### src/rtl/alu_sequencer.sv
// Multi-cycle fetch/operand/execute/write controller for the shared 8-bit ALU.
// Optional instr_count port enabled by ALU_SEQ_PERF_CNT_EN.
module alu_sequencer #(
  parameter logic [4:0]  PC_RESET     = 5'd0,
  parameter int unsigned READ_LATENCY = 1
) (
  input  logic        clk,
  input  logic        reset,
  input  logic        start,
  output logic        busy,
  output logic        done,
  output logic [4:0]  pc,
  output logic [4:0]  address,
  output logic        readwriteN,
  output logic [15:0] data_out,
  input  logic [15:0] data_in,
  output logic [7:0]  first_alu,
  output logic [7:0]  second_alu,
  output logic        mul,
  output logic        sub,
  input  logic [7:0]  result_of_alu
`ifdef ALU_SEQ_PERF_CNT_EN
  ,
  output logic [15:0] instr_count
`endif
);

  typedef enum logic [2:0] {
    S_IDLE, S_FETCH, S_DECODE, S_OPERAND,
    S_EXECUTE, S_WRITE, S_HALT
  } state_t;

  localparam logic [1:0] LAST = 2'(READ_LATENCY - 1);

  state_t      state_q, state_d;
  logic [1:0]  cnt_q, cnt_d;
  logic [4:0]  pc_q, pc_d;
  logic [4:0]  addr_q, addr_d;
  logic [15:4] ir_q, ir_d;
  logic [15:0] opr_q, opr_d;
  logic [7:0]  res_q, res_d;
  logic [15:0] dout_q, dout_d;
  logic [7:0]  a_q, a_d, b_q, b_d;
  logic        busy_q, busy_d, done_q, done_d;
  logic        rw_q, rw_d, mul_q, mul_d, sub_q, sub_d;
  logic        unused_bits;

  assign unused_bits = ^data_in[3:0];

  always_comb begin
    state_d = state_q;
    cnt_d   = cnt_q;
    pc_d    = pc_q;
    ir_d    = ir_q;
    opr_d   = opr_q;
    res_d   = res_q;
    unique case (state_q)
      S_IDLE: begin
        if (start) begin
          state_d = S_FETCH;
          cnt_d   = '0;
        end
      end
      S_FETCH: begin
        if (cnt_q == LAST) begin
          ir_d    = data_in[15:4];
          state_d = S_DECODE;
        end else begin
          cnt_d = cnt_q + 2'd1;
        end
      end
      S_DECODE: begin
        cnt_d   = '0;
        state_d = (ir_q[15:14] == 2'b11) ? S_HALT : S_OPERAND;
      end
      S_OPERAND: begin
        if (cnt_q == LAST) begin
          opr_d   = data_in;
          state_d = S_EXECUTE;
        end else begin
          cnt_d = cnt_q + 2'd1;
        end
      end
      S_EXECUTE: begin
        res_d   = result_of_alu;
        state_d = S_WRITE;
      end
      S_WRITE: begin
        pc_d    = pc_q + 5'd1;
        cnt_d   = '0;
        state_d = S_FETCH;
      end
      S_HALT: begin
        if (start) begin
          pc_d    = PC_RESET;
          cnt_d   = '0;
          state_d = S_FETCH;
        end
      end
      default: state_d = S_IDLE;
    endcase

    // Outputs are registered: derive them from the state being entered.
    busy_d = !(state_d inside {S_IDLE, S_HALT});
    done_d = (state_d == S_HALT);
    rw_d   = (state_d == S_WRITE);
    dout_d = rw_d ? {8'h00, res_d} : 16'h0000;
    addr_d = addr_q;
    a_d    = '0;
    b_d    = '0;
    mul_d  = 1'b0;
    sub_d  = 1'b0;
    case (state_d)
      S_FETCH:   addr_d = pc_d;
      S_OPERAND: addr_d = ir_d[13:9];
      S_WRITE:   addr_d = ir_d[8:4];
      S_EXECUTE: begin
        a_d   = opr_d[15:8];
        b_d   = opr_d[7:0];
        sub_d = (ir_d[15:14] == 2'b01);
        mul_d = (ir_d[15:14] == 2'b10);
      end
      default: ;
    endcase
  end

  always_ff @(posedge clk or posedge reset) begin
    if (reset) begin
      state_q <= S_IDLE;
      cnt_q   <= '0;
      pc_q    <= PC_RESET;
      addr_q  <= '0;
      ir_q    <= '0;
      opr_q   <= '0;
      res_q   <= '0;
      dout_q  <= '0;
      a_q     <= '0;
      b_q     <= '0;
      busy_q  <= 1'b0;
      done_q  <= 1'b0;
      rw_q    <= 1'b0;
      mul_q   <= 1'b0;
      sub_q   <= 1'b0;
    end else begin
      state_q <= state_d;
      cnt_q   <= cnt_d;
      pc_q    <= pc_d;
      addr_q  <= addr_d;
      ir_q    <= ir_d;
      opr_q   <= opr_d;
      res_q   <= res_d;
      dout_q  <= dout_d;
      a_q     <= a_d;
      b_q     <= b_d;
      busy_q  <= busy_d;
      done_q  <= done_d;
      rw_q    <= rw_d;
      mul_q   <= mul_d;
      sub_q   <= sub_d;
    end
  end

  assign busy       = busy_q;
  assign done       = done_q;
  assign pc         = pc_q;
  assign address    = addr_q;
  assign readwriteN = rw_q;
  assign data_out   = dout_q;
  assign first_alu  = a_q;
  assign second_alu = b_q;
  assign mul        = mul_q;
  assign sub        = sub_q;

`ifdef ALU_SEQ_PERF_CNT_EN
  logic [15:0] icnt_q, icnt_d;

  always_comb begin
    icnt_d = icnt_q;
    if (state_q == S_HALT && start) icnt_d = '0;
    else if (state_q == S_WRITE)   icnt_d = icnt_q + 16'd1;
  end

  always_ff @(posedge clk or posedge reset) begin
    if (reset) icnt_q <= '0;
    else       icnt_q <= icnt_d;
  end

  assign instr_count = icnt_q;
`endif

endmodule

### config.mk
export PLATFORM = sky130hd
export DESIGN_NAME = alu_sequencer
export DESIGN_NICKNAME = d
export VERILOG_FILES = /design/src/rtl/alu_sequencer.sv
export SDC_FILE = /design/constraint.sdc
export NUM_CORES = 1
export LEC_CHECK = 0
export BUFFER_PORTS_ARGS = -buffer_cell sky130_fd_sc_hd__buf_2
export CELL_PAD_IN_SITES_DETAIL_PLACEMENT = 0
export CELL_PAD_IN_SITES_GLOBAL_PLACEMENT = 1
export CORE_UTILIZATION = 39
export DETAILED_ROUTE_END_ITERATION = 10
export GPL_ROUTABILITY_DRIVEN = 0
export PLACE_DENSITY = 0.83
export SYNTH_ARGS = -nofsm -noshare
export SYNTH_HDL_FRONTEND = slang
export SYNTH_SLANG_ARGS = --single-unit
export TNS_END_PERCENT = 10
### constraint.sdc
create_clock -name clk -period 2.3 [get_ports clk]
set_input_delay 0.345 -clock clk [delete_from_list [all_inputs] [get_ports clk]]
set_output_delay 0.345 -clock clk [all_outputs]
set_load 0.01 [all_outputs]
-- Word-level counts from Yosys, hierarchy flattened
Cells that the tools add are included.
- word-level logic and storage cells: 65
- input port bits: 27
- output and inout bits: 47
- bits in registers: 80
- eq/ne operators: 16
- reductions and logical operators: 11
- muxes and demuxes: 21
- $add $sub $neg: 2
- operator list (cell ; count):
    two-way mux 16 bit ; 2
    two-way mux 8 bit ; 4
    two-way mux 12 bit ; 2
    == test 3 bit (second input constant) ; 6
    case mux 3 bit (6 select lines) ; 1
    case mux 5 bit (3 select lines) ; 1
    two-way mux 3 bit ; 4
    case mux 5 bit (2 select lines) ; 1
    == test 3 x 2 -> 1 bit (second input constant) ; 3
    == test 3 x 1 -> 1 bit (second input constant) ; 2
    logical NOT 3 bit ; 2
    case mux 2 bit (3 select lines) ; 1
    nonzero test 3 bit ; 2
    OR reduction 2 bit ; 3
    adder 5 x 1 -> 5 bit (second input constant) ; 1
    two-way mux 5 bit ; 1
    == test 2 bit (second input constant) ; 2
    two-way mux 2 bit ; 2
    AND reduction 3 bit ; 1
    adder 2 x 1 -> 2 bit (second input constant) ; 1
    == test 2 x 1 -> 1 bit (second input constant) ; 1
    logical NOT 2 bit ; 1
    two-way mux 1 bit ; 2
    inequality test 2 x 1 -> 1 bit (second input constant) ; 1
    3 further kinds ; 3

-- Logic depth before layout (Yosys ltp)
- word-level depth: 6
- mapped depth: 8
- mapped depth without buffers: 7

-- Worst setup path after synthesis
Ideal clock, no wire load.
- path type: register to register
- from: register cnt_q[0]
- to: register addr_q[2] (netlist: address[2])
- setup slack: 594 ps
- setup time: 140 ps
- arrival time: 1566 ps
- cell stages (with the launch flop): 8
- period minus slack after synthesis: 1706 ps
- required time: 2160 ps
- path through: dfrtp_1 -> inv_1 -> ha_1 -> and4bb_4 -> buf_6 -> mux2_4 -> a22oi_1 -> a31oi_1
- elaborated cells on any way between the ends: 11
- classes of those cells: eq/ne (3); mux (6); reduce/logical (2)
- RTL lines (element ; line ; RTL):
    from (decl) ; 36 ; logic [1:0] cnt_q, cnt_d;
    from (signal assigned) ; 146 ; cnt_q <= cnt_d;
    logical NOT 2 bit ; 65 ; if (cnt_q == LAST) begin
    two-way mux 12 bit ; 65 ;
    two-way mux 12 bit ; 57 ; unique case (state_q)
    named net ir_d (one bit) ; 39 ; logic [15:4] ir_q, ir_d;
    case mux 5 bit (3 select lines) ; 113 ; case (state_d)
    to (signal assigned) ; 148 ; addr_q <= addr_d;
    to (decl) ; 38 ; logic [4:0] addr_q, addr_d;
The timed path passes the listed nets, and every way through them passes these cells.
A chain may end at the register's enable or synchronous reset.

-- Worst setup path after layout
- from: register cnt_q[0]
- to: register addr_q[4] (netlist: address[4])
Same word-level chain as after synthesis.

==> metrics.txt <==
Rel. slew slack ~66%; Req. time, crit path between 2 and 2.5 ns; share of post-route cells with drive strength above 1 38.24%; cell-by-cell trace of the critical path inv_1 > ha_1 > and4bb_4 > mux2_2 > nand2_1 > o21ai_1 > o22a_1; flop and latch count out of synthesis 56; die width 82.36 um; Worst IR Drop VDD 0.7741 mV; H-tree level count 2; number of endpoints with negative hold slack in the final report 0; Cell Area, Placed roughly 0.0029 mm^2; Yosys Warn Count 0; routed via count 1698; critical-path maximum fanout 13; Crit path arrival time 2.10 ns; Buf+Inv Stages, Crit Path 1; mean number of vias per cell a little under 5; achievable frequency 523.7 MHz; critical path class register to register; number of detailed-routing iterations run before antenna repair 4; number of failing setup endpoints in the final timing report 0; detailed-route wire length 4.715 mm; crit path launch type register; flip-flop cell with the highest count after synthesis sky130_fd_sc_hd__dfrtp_1; vertical die dimension 82.36 um; final sum of negative setup slack 0 ns; setup repair after global routing missed its margin no; latest clock arrival within the worst-skew pair approximately 0.3 ns; Leak Pwr approximately 1.6 nW; Wirelength per Cell between 10 and 15 um; number of diodes added for antenna fixing 0; final cell area excluding filler cells 0.002988 mm^2; number of clock sinks seen by CTS 56; area fraction of the dominant cell type after synthesis between 50% and 60%; Reg clk slew, reported paths 0.09 ns; number of antenna violations at the first check in global routing 0; FP Rows 28; Layout fillers between 500 and 600; antenna violation net count after detailed routing 0; Crit-path slowest cell sky130_fd_sc_hd__and4bb_4; post-synthesis area per instance around 12 um^2; area of the mapped netlist between 0.002 and 0.003 mm^2; full die area between 0.006 and 0.007 mm^2; DP Wirelength 3.466 mm; total power density per cell area 1203 mW/mm^2; part of the Yosys area used for sequential elements a little under three fifths; number of max-slew violations in the final report 0; clock skew between 0.006 and 0.007 ns; EDFF count, synth 0; maxcap violations 0; number of DRC violations after detailed routing 0; Port Buffer Count between 60 and 70; maximum count of clock buffers along a single path 2; layout-stage area growth over the synthesis result 18.63%; actual slew at the worst max-slew pin between 0.5 and 0.6 ns; net total in the final layout 300; starting density of the core between 40% and 50%; post_cts resized 0; area leader, netlist sky130_fd_sc_hd__dfrtp_1; FFs w/ async S/R, synth 100.0%; vias in the first global route ~1600; nature of the critical path endpoint register; gr usage total between 15 and 20%; initial detailed-routing violation count 76; status finished clean; cell class contributing the biggest share of worst-path delay simple AND/OR/NAND/NOR gates; core area around 0.0061 mm^2; kind of path behind the tightest hold check input port to async pin; top cells by area, synth sky130_fd_sc_hd__dfrtp_1, sky130_fd_sc_hd__and2_1, sky130_fd_sc_hd__mux2_2, sky130_fd_sc_hd__and3_1, sky130_fd_sc_hd__buf_4; Root Driver sky130_fd_sc_hd__clkbuf_8; Distinct cells, synth 45; part of the cycle the worst path needs just over 80%; post-route minimum period approximately 1.9 ns; total CTS buffers 5; Post-CTS Setup Bufs 0; pin count of the biggest net entering global routing 36; max incr delay on CP 0.41 ns; Overflow after GRT 0; hold buffer count at cts 0; clock tree from TritonCTS built; Top-Level Pins between 70 and 80; cell count after synthesis 210; first-pass GRT wire length 7.797 mm
==> Yosys cell counts (3+ instances only) <==
master and n:
sky130_fd_sc_hd__dfrtp_1 56, sky130_fd_sc_hd__a31oi_1 5, sky130_fd_sc_hd__inv_1 4, sky130_fd_sc_hd__nand2_1 11, sky130_fd_sc_hd__clkbuf_1 5, sky130_fd_sc_hd__o21ai_1 5, sky130_fd_sc_hd__a21oi_1 6, sky130_fd_sc_hd__nor2_1 9
sky130_fd_sc_hd__and2_1 20, sky130_fd_sc_hd__buf_6 3, sky130_fd_sc_hd__a21boi_0 3, sky130_fd_sc_hd__buf_2 5, sky130_fd_sc_hd__nor2b_1 3, sky130_fd_sc_hd__mux2_4 3, sky130_fd_sc_hd__a22oi_1 3, sky130_fd_sc_hd__buf_4 9
sky130_fd_sc_hd__mux2_2 9, sky130_fd_sc_hd__nand2b_1 3, sky130_fd_sc_hd__and3_1 14
==> final cells by class <==
cell class                 instances  area (um^2)  share of cell area, %
tap                               75        93.84                  3.141
timing repair buffer              69        367.9                  12.31
inverter                           4        15.01                 0.5025
clock inverter                     1        30.03                  1.005
clock buffer                       7        96.34                  3.224
sequential                        56         1401                  46.90
multi-input combinational        135        983.4                  32.91
==> cell families after synthesis <==
group,after synthesis,synth area share (%)
flops,56,55.64
other cells,1,0.1489
compound gates,39,12.77
fa+ha+maj,2,0.9934
mux,13,6.210
simple gates,73,17.88
buf+inv,26,6.358
==> per-stage QoR <==
step	worst slack [ns]	total power, W	std cells	util [%]	hold slack (ns)
2_1_floorplan	0.5837	0.002616	217	-	0.4680
3_3_place_gp	0.4587	0.002916	339	47.21	0.3804
3_5_place_dp	0.4047	0.002941	339	47.21	0.4015
4_1_cts	0.3918	0.003643	347	49.30	0.06197
5_1_grt	0.2067	0.003886	347	49.30	0.07404
6_report	0.3907	0.003595	347	49.30	0.05487
==> power by group <==
| group | internal (W) | switching (W) |
|---|---|---|
| registers | 0.00127 | 0.000174 |
| clock network | 0.000384 | 0.000299 |
| logic | 0.000690 | 0.000773 |
==> final timing paths <==
path                            start             to  slack, ns  depth (start not counted)
setup / recovery             cnt_q[0]     address[4]       0.39                          7
hold / removal                  reset    data_out[3]       0.05                          2
setup reg to reg             cnt_q[0]     address[4]       0.39                          7
hold reg to reg              ir_q[10]       ir_q[10]       0.51                          1
max in group asynchronous       reset   first_alu[1]       1.71                          3
min in group clk           data_in[3]  second_alu[3]       0.24                          2
==> per-layer routing <==
layer / wire length (um) / global-route usage, % / share of wire, % / up-vias
li1: - / - / - / 831
met1: 2103 / 19.62 / 45 / 798
met2: 2213 / 25.62 / 47 / 64
met3: 331 / 4.176 / 7.0 / 5
met4: 67 / 7.368 / 1.4 / 0
met5: 0 / 0 / 0 / -
==> cells in the final DEF, fill, tap and decap left out, types with 2 or more instances in the layout <==
master,n
sky130_fd_sc_hd__a211oi_2,2
sky130_fd_sc_hd__a21boi_0,3
sky130_fd_sc_hd__a21boi_1,2
sky130_fd_sc_hd__a21oi_1,6
sky130_fd_sc_hd__a22oi_1,3
sky130_fd_sc_hd__a31oi_1,5
sky130_fd_sc_hd__and2_1,20
sky130_fd_sc_hd__and3_1,14
sky130_fd_sc_hd__and3b_1,2
sky130_fd_sc_hd__buf_2,65
sky130_fd_sc_hd__buf_4,3
sky130_fd_sc_hd__clkbuf_8,7
sky130_fd_sc_hd__conb_1,8
sky130_fd_sc_hd__dfrtp_1,56
sky130_fd_sc_hd__ha_1,2
sky130_fd_sc_hd__inv_1,3
sky130_fd_sc_hd__mux2_2,9
sky130_fd_sc_hd__mux2_4,3
sky130_fd_sc_hd__nand2_1,11
sky130_fd_sc_hd__nand2_2,2
sky130_fd_sc_hd__nand2b_1,3
sky130_fd_sc_hd__nor2_1,9
sky130_fd_sc_hd__nor2b_1,3
sky130_fd_sc_hd__nor3_1,2
sky130_fd_sc_hd__o21ai_0,2
sky130_fd_sc_hd__o21ai_1,5
sky130_fd_sc_hd__o22a_1,2
==> registers in the layout, summed over array words and instances, names as in the netlist <==
register and flops:
ir_q 12, readwriteN 1, first_alu 8, sub 1
done 1, second_alu 8, address 5, pc 5
state_q 3, cnt_q 2, data_out 8, busy 1
mul 1
(Power assumes the default switching activity.)
